**config.mk**
```make
export PLATFORM = sky130hd
export DESIGN_NAME = ad9854_sweep_ctrl
export DESIGN_NICKNAME = d
export VERILOG_FILES = /design/src/rtl/ad9854_pkg.sv /design/src/rtl/ad9854_dwell_timer.sv /design/src/rtl/ad9854_sweep_ctrl.sv
export SDC_FILE = /design/constraint.sdc
export NUM_CORES = 1
export LEC_CHECK = 0
export ABC_AREA = 1
export ABC_CLOCK_PERIOD_IN_PS = 6350
export CAP_MARGIN = 5
export CORE_ASPECT_RATIO = 1.2
export CORE_MARGIN = 3
export CORE_UTILIZATION = 40
export DETAILED_ROUTE_END_ITERATION = 7
export PLACE_DENSITY = 0.69
export SYNTH_ARGS = -nofsm -noshare
export SYNTH_HDL_FRONTEND = slang
export SYNTH_SLANG_ARGS = --single-unit
```
**constraint.sdc**
```tcl
create_clock -name clk -period 6.35 [get_ports clk]
set_input_delay 1.27 -clock clk [delete_from_list [all_inputs] [get_ports clk]]
set_output_delay 1.27 -clock clk [all_outputs]
set_load 0.01 [all_outputs]
```
**src/rtl/ad9854_pkg.sv**
```systemverilog
// Shared types and constants for the AD9854 sweep controller.
// Optional build macro used by the controller: SWEEP_PINGPONG_EN.
package ad9854_pkg;

    localparam int FTW_W   = 48;
    localparam int DWELL_W = 32;

    localparam logic [FTW_W-1:0] RESET_FTW = 48'd1_407_374_883_553;
    // Tuning word for 1 MHz at the board's reference clock.
    localparam logic [FTW_W-1:0] FTW_1MHZ  = 48'd938_249_922_369;

    typedef enum logic [1:0] {
        IDLE  = 2'd0,
        ISSUE = 2'd1,
        DWELL = 2'd2
    } state_t;

endpackage

```
**src/rtl/ad9854_dwell_timer.sv**
```systemverilog
// Loadable dwell down-counter; done_o is high in the last cycle of a dwell.
// A requested length of 0 is stretched to 1 so every point dwells at least one cycle.
module ad9854_dwell_timer #(
    parameter int DWELL_W = 32
) (
    input  logic               clk_i,
    input  logic               rst_i,
    input  logic               load_i,
    input  logic               abort_i,
    input  logic [DWELL_W-1:0] len_i,
    output logic               done_o
);

    logic [DWELL_W-1:0] cnt_q, cnt_d;

    always_comb begin
        cnt_d = cnt_q;
        if (load_i) begin
            cnt_d = (len_i == '0) ? DWELL_W'(1) : len_i;
        end else if (abort_i) begin
            cnt_d = '0;
        end else if (cnt_q != '0) begin
            cnt_d = cnt_q - DWELL_W'(1);
        end
    end

    always_ff @(posedge clk_i or posedge rst_i) begin
        if (rst_i) begin
            cnt_q <= '0;
        end else begin
            cnt_q <= cnt_d;
        end
    end

    assign done_o = (cnt_q == DWELL_W'(1));

endmodule

```
**src/rtl/ad9854_sweep_ctrl.sv**
```systemverilog
// Frequency tuning word source for the AD9854 bus writer: static word or stepped sweep.
// Define SWEEP_PINGPONG_EN for a triangle sweep instead of the default sawtooth.
module ad9854_sweep_ctrl #(
    parameter int                 FTW_W     = ad9854_pkg::FTW_W,
    parameter int                 DWELL_W   = ad9854_pkg::DWELL_W,
    parameter logic [FTW_W-1:0]   RESET_FTW = ad9854_pkg::RESET_FTW
) (
    input  logic                  clk,
    input  logic                  rst,
    input  logic                  run,
    input  logic                  restart,
    input  logic                  step_req,
    input  logic [FTW_W-1:0]      start_ftw,
    input  logic [FTW_W-1:0]      stop_ftw,
    input  logic [FTW_W-1:0]      step_ftw,
    input  logic [DWELL_W-1:0]    dwell_cyc,
    output logic [FTW_W-1:0]      ftw,
    output logic                  ftw_valid,
    input  logic                  ftw_ready,
    output logic                  busy,
    output logic                  wrap,
    output ad9854_pkg::state_t    dbg_state
);

    import ad9854_pkg::*;

    // Handshake: a word moves on any cycle with ftw_valid & ftw_ready; once
    // ftw_valid is raised, ftw holds and ftw_valid stays high until that cycle.

    state_t             state_q, state_d;
    logic [FTW_W-1:0]   cur_q, cur_d;
    logic [FTW_W-1:0]   last_q, last_d;
    logic               last_valid_q, last_valid_d;
    logic [FTW_W-1:0]   ftw_q, ftw_d;
    logic               ftw_valid_q, ftw_valid_d;
    logic               wrap_q, wrap_d;
    logic               pend_q, pend_d;

    logic               xfer;
    logic               tmr_load, tmr_abort, tmr_done;
    logic [FTW_W:0]     sum_w;
    logic [FTW_W-1:0]   next_ftw;
    logic               next_wrap;

`ifdef SWEEP_PINGPONG_EN
    logic               dir_q, dir_d;
    logic               next_dir;
    logic [FTW_W:0]     diff_w;
`endif

    assign xfer  = ftw_valid_q & ftw_ready;
    assign sum_w = {1'b0, cur_q} + {1'b0, step_ftw};

`ifdef SWEEP_PINGPONG_EN
    assign diff_w = {1'b0, cur_q} - {1'b0, step_ftw};

    // dir_q = 0 climbs toward stop_ftw, 1 descends toward start_ftw.
    always_comb begin
        next_ftw  = sum_w[FTW_W-1:0];
        next_wrap = 1'b0;
        next_dir  = dir_q;
        if (!dir_q) begin
            if (sum_w[FTW_W] || (sum_w[FTW_W-1:0] > stop_ftw)) begin
                next_dir = 1'b1;
                if (diff_w[FTW_W] || (diff_w[FTW_W-1:0] < start_ftw)) begin
                    next_ftw = start_ftw;
                end else begin
                    next_ftw = diff_w[FTW_W-1:0];
                end
            end
        end else begin
            if (diff_w[FTW_W] || (diff_w[FTW_W-1:0] < start_ftw)) begin
                next_dir  = 1'b0;
                next_wrap = 1'b1;
            end else begin
                next_ftw = diff_w[FTW_W-1:0];
            end
        end
    end
`else
    always_comb begin
        next_ftw  = sum_w[FTW_W-1:0];
        next_wrap = 1'b0;
        if (sum_w[FTW_W] || (sum_w[FTW_W-1:0] > stop_ftw)) begin
            next_ftw  = start_ftw;
            next_wrap = 1'b1;
        end
    end
`endif

    always_comb begin
        state_d      = state_q;
        cur_d        = cur_q;
        last_d       = last_q;
        last_valid_d = last_valid_q;
        ftw_d        = ftw_q;
        ftw_valid_d  = ftw_valid_q;
        wrap_d       = 1'b0;
        pend_d       = pend_q;
        tmr_load     = 1'b0;
        tmr_abort    = 1'b0;
`ifdef SWEEP_PINGPONG_EN
        dir_d        = dir_q;
`endif
        case (state_q)
            IDLE: begin
                pend_d = 1'b0;
                if (run || !last_valid_q || (start_ftw != last_q)) begin
                    cur_d   = start_ftw;
                    state_d = ISSUE;
`ifdef SWEEP_PINGPONG_EN
                    dir_d   = 1'b0;
`endif
                end
            end
            ISSUE: begin
                if (!ftw_valid_q) begin
                    // Word not yet offered, so a restart can still replace it.
                    ftw_valid_d = 1'b1;
                    ftw_d       = restart ? start_ftw : cur_q;
                    cur_d       = restart ? start_ftw : cur_q;
`ifdef SWEEP_PINGPONG_EN
                    if (restart) dir_d = 1'b0;
`endif
                end else begin
                    if (restart) pend_d = 1'b1;
                    if (xfer) begin
                        ftw_valid_d  = 1'b0;
                        last_d       = ftw_q;
                        last_valid_d = 1'b1;
                        pend_d       = 1'b0;
                        if (!run) begin
                            state_d = IDLE;
                        end else if (pend_q || restart) begin
                            cur_d   = start_ftw;
                            state_d = ISSUE;
`ifdef SWEEP_PINGPONG_EN
                            dir_d   = 1'b0;
`endif
                        end else begin
                            tmr_load = 1'b1;
                            state_d  = DWELL;
                        end
                    end
                end
            end
            DWELL: begin
                if (!run) begin
                    tmr_abort = 1'b1;
                    state_d   = IDLE;
                end else if (restart) begin
                    tmr_abort = 1'b1;
                    cur_d     = start_ftw;
                    state_d   = ISSUE;
`ifdef SWEEP_PINGPONG_EN
                    dir_d     = 1'b0;
`endif
                end else if (step_req || tmr_done) begin
                    tmr_abort = 1'b1;
                    cur_d     = next_ftw;
                    wrap_d    = next_wrap;
                    state_d   = ISSUE;
`ifdef SWEEP_PINGPONG_EN
                    dir_d     = next_dir;
`endif
                end
            end
            default: begin
                state_d = IDLE;
            end
        endcase
    end

    always_ff @(posedge clk or posedge rst) begin
        if (rst) begin
            state_q      <= IDLE;
            cur_q        <= RESET_FTW;
            last_q       <= RESET_FTW;
            last_valid_q <= 1'b0;
            ftw_q        <= RESET_FTW;
            ftw_valid_q  <= 1'b0;
            wrap_q       <= 1'b0;
            pend_q       <= 1'b0;
        end else begin
            state_q      <= state_d;
            cur_q        <= cur_d;
            last_q       <= last_d;
            last_valid_q <= last_valid_d;
            ftw_q        <= ftw_d;
            ftw_valid_q  <= ftw_valid_d;
            wrap_q       <= wrap_d;
            pend_q       <= pend_d;
        end
    end

`ifdef SWEEP_PINGPONG_EN
    always_ff @(posedge clk or posedge rst) begin
        if (rst) begin
            dir_q <= 1'b0;
        end else begin
            dir_q <= dir_d;
        end
    end
`endif

    ad9854_dwell_timer #(
        .DWELL_W (DWELL_W)
    ) u_dwell_timer (
        .clk_i   (clk),
        .rst_i   (rst),
        .load_i  (tmr_load),
        .abort_i (tmr_abort),
        .len_i   (dwell_cyc),
        .done_o  (tmr_done)
    );

    assign ftw       = ftw_q;
    assign ftw_valid = ftw_valid_q;
    assign busy      = (state_q != IDLE);
    assign wrap      = wrap_q;
    assign dbg_state = state_q;

endmodule

```
==> results.yml, run 1 <==
setup_path:
  cp_data_arrival_time_ns: 5.86
  start_kind: "input port"
  critPathCaptureType: "register"
  reg2reg_depth: 26
  criticalPathCategory: "in2reg"
  cp_data_required_time_ns: 6.69
  crit_path_max_fanout: 49
finish:
  drive_gt1_share_pct: 5.79
  nNetsFinal: 3208
  final_cell_mix: "949 x nand2_1, 509 x inv_1, 233 x clkdlybuf4s50_1, 200 x nor2_1, 176 x o21ai_0"
  finalInstanceArea_um2: 20200
  multi_input_area_um2: 9820
  final_common_cell: "nand2_1"
  area_growth_pct: 19.7
  fillCellCount: 4284
  ff_latch_area_um2: 4630
clock_network:
  cts_setup_buffers: 0
  ctsHoldBuffers: 0
  clk_path_buf_depth: 2
  cts-root-buf: "clkbuf_16"
  post_cts_resized: 0
  htree_levels: 4
  cts_tree: "yes"
  cts.sink_count: 182
  clock_latency_ns: 0.45
  clkSlewWorstSetupHoldPaths_ns: 0.07
  numCtsBuffers: 17
power:
  pwr-share-comb_pct: 66.8
  p_sw_share_pct: 54.1
  p_seq_share_pct: 23.2
  p_clk_share_pct: 10.0
  internal_power_mw: 4.83
  p_sw_mw: 5.70
  p_leak_nw: 10.6
  ir_drop_mv: 0.296
  powerDensity_nw_per_um2: 523
die:
  die_area_um2: 44600
  die_x_um: 193
  core_um2: 41100
  die_h_um: 231
  pin_count: 235
  rows: 81
  initial_core_util_pct: 40.9
sta:
  skew_ns: 0.0103
  timing.final.ws_setup_ns: 0.837
  clock.fmax_mhz: 181
  drv_slew: 0
  tns_ns: 0
  fin_crit_sh_pct: 86.8
  rsz0062_at_grt: "no"
  slew_headroom_pct: 30.5
  period_needed_ns: 5.51
  tightest_slew_ns: 1.04
  hold_viol_final: 0
  setup_violations: 0
placed_design:
  gp_congestion: 1.01
  port_buffers: 234
  post_dp_cell_area_um2: 19600
  dp_hpwl_mm: 48.1
  dpl_worst_slack_ns: 0.434
synthesis:
  synth_ff_type: "dfrtp_1"
  synth_top_area_share_pct: 21.2
  synth_edf_count: 0
  synth_area_leader_cell: "nand2_1"
  seq_area_frac_synth_pct: 27.5
  synthDistinctLibCells: 40
  yosysWarnings: 0
  synth_area_leaders: "nand2_1 21%, dfrtp_1 18%, inv_1 11%"
  avgSynthCellArea_um2: 6.14
  syn_nets: 3029
  synth-seq-cells: 182
  syn_inst: 2744
  async_reset_ff_share_pct: 100
  syn_area_um2: 16800
route:
  finalWirelength_mm: 60.9
  dr.first_iter.drc_count: 1488
  via_per_inst: 5.13
  wl_per_cell_um: 17.5
  drc: 0
  drtAntennaViolNets: 0
  vias: 17820
  firstDrtPassIters: 5
global_route:
  grt_pass1_wl_mm: 94.1
  grt_use_total_pct: 26.7
  grt_start_max_net_pins: 108
  grt.overflow.total: 0
  grt_pass1_vias: 17060
  antenna_found_initial: 2
hold_path:
  min_path_type: "reg2reg"
  holdPathStages: 2
job:
  maxCapViolCount: 0
outcome:
  status: "finished clean"
[cell type report]
| type | count | area share [%] |
|---|---|---|
| Antenna cell | 1 | 0.0124 |
| Clock buffer | 17 | 2.11 |
| Multi-Input combinational cell | 1944 | 48.7 |
| Sequential cell | 182 | 23.0 |
| Tap cell | 539 | 3.35 |
| Inverter | 528 | 9.86 |
| Clock inverter | 15 | 0.677 |
| Timing Repair Buffer | 250 | 12.3 |
[metrics by stage]
step,std cells,power [mW],hold slack [ns],utilization [%]
finish,3476,10.5,0.457,49.0
global route,3476,11.5,0.480,49.0
CTS,3475,10.5,0.458,49.0
detailed placement,3443,9.43,0.440,47.6
global placement,3443,9.25,0.435,47.6
floorplan,2744,7.05,0.422,-
[power by group through the flow]
| stage | registers (mW) | clock network, mW | logic (mW) |
|---|---|---|---|
| after floorplan | 2.28 | 0 | 4.77 |
| after global placement | 2.44 | 0 | 6.80 |
| after detailed placement | 2.45 | 0 | 6.98 |
| after CTS | 2.44 | 1.06 | 7.01 |
| after global routing | 2.49 | 1.11 | 7.90 |
| final | 2.44 | 1.05 | 7.04 |
[critical path: stages]
cell and delay (ns):
clkdlybuf4s50_1 0.50, ha_1 0.23, inv_1 0.07, fa_1 0.40, inv_1 0.14, nand3_1 0.10
nand2_1 0.15, nand4_1 0.11, nand3_1 0.17, nand2_1 0.16, nand2_1 0.09, nand2_1 0.05
nand2_1 0.14, inv_1 0.06, ha_1 0.27, nand2_1 0.05, nor2_1 0.14, nand4_1 0.25
nor3_1 0.37, nand4_1 0.12, nand2_1 0.19, buf_12 0.28, nand4_1 0.20, nand3_1 0.13
nand2_1 0.07, nand2_1 0.06, nand2_1 0.05
[synth_stat cells, types with 3 or more instances]
cell / n
a21o_1: 3
clkinv_1: 4
xnor2_1: 48
o211ai_1: 47
nor3_1: 16
nor4_1: 12
nand3b_1: 6
inv_1: 511
o21ai_0: 176
a21oi_1: 99
o21a_1: 4
o21ai_1: 3
dfrtp_1: 119
nand2_1: 950
xor2_1: 46
nand4_1: 77
buf_2: 17
clkbuf_1: 54
nor2_4: 4
inv_2: 13
nor3_2: 3
buf_6: 3
dfstp_2: 63
nor2_2: 3
nor2_1: 201
nand3_1: 108
buf_1: 12
nand2_2: 26
ha_1: 102
[path summary, 6_finish.rpt]
| path | slack (ns) | end | start |
|---|---|---|---|
| setup / recovery | 0.84 | cur_q[45] | step_ftw[0] |
| max in group asynchronous | 3.70 | cur_q[33] | rst |
| hold reg to reg | 0.46 | last_valid_q | last_valid_q |
| hold / removal | 0.46 | last_valid_q | last_valid_q |
| min in group asynchronous | 1.44 | last_q[17] | rst |
| setup reg to reg | 1.57 | cur_q[45] | cur_q[0] |
[per-layer routing]
metal	GRT usage, %	wire (um)	part of all wire (%)	up-vias
met4	15.4	3890	6.4	2
met2	45.8	29200	48	623
met5	0	13	0.021	-
met3	3.39	3230	5.3	143
li1	-	-	-	8858
met1	32.2	24600	40	8194
[sequential cells by signal, summed over array words and instances (netlist names)]
signal and cells:
cur_q 48, ftw 48, last_q 48, u_dwell_timer.cnt_q 32, dbg_state 2, ftw_valid 1, last_valid_q 1, pend_q 1
wrap 1
[kinds of logic (layout without fill, tap and decap cells)]
logic type	Yosys count	count (layout)	share of synthesized area [%]
compound gates	338	338	11.0
xor+xnor	94	94	4.89
fa+ha+maj	103	103	7.70
buf+inv	618	810	14.3
flops	182	182	27.5
other cells	0	1	0
simple gates	1409	1409	34.6
No activity file was read; power rests on OpenSTA's default activity.
==> inputs of run 2 (changes only) <==
--- a/config.mk
+++ b/config.mk
@@ -6,7 +6,6 @@
 export NUM_CORES = 1
 export LEC_CHECK = 0
 export ABC_AREA = 1
-export ABC_CLOCK_PERIOD_IN_PS = 6350
 export CAP_MARGIN = 5
 export CORE_ASPECT_RATIO = 1.2
 export CORE_MARGIN = 3
==> results of run 2 <==
Final layout, timing and power as in run 1 (identical DEF).
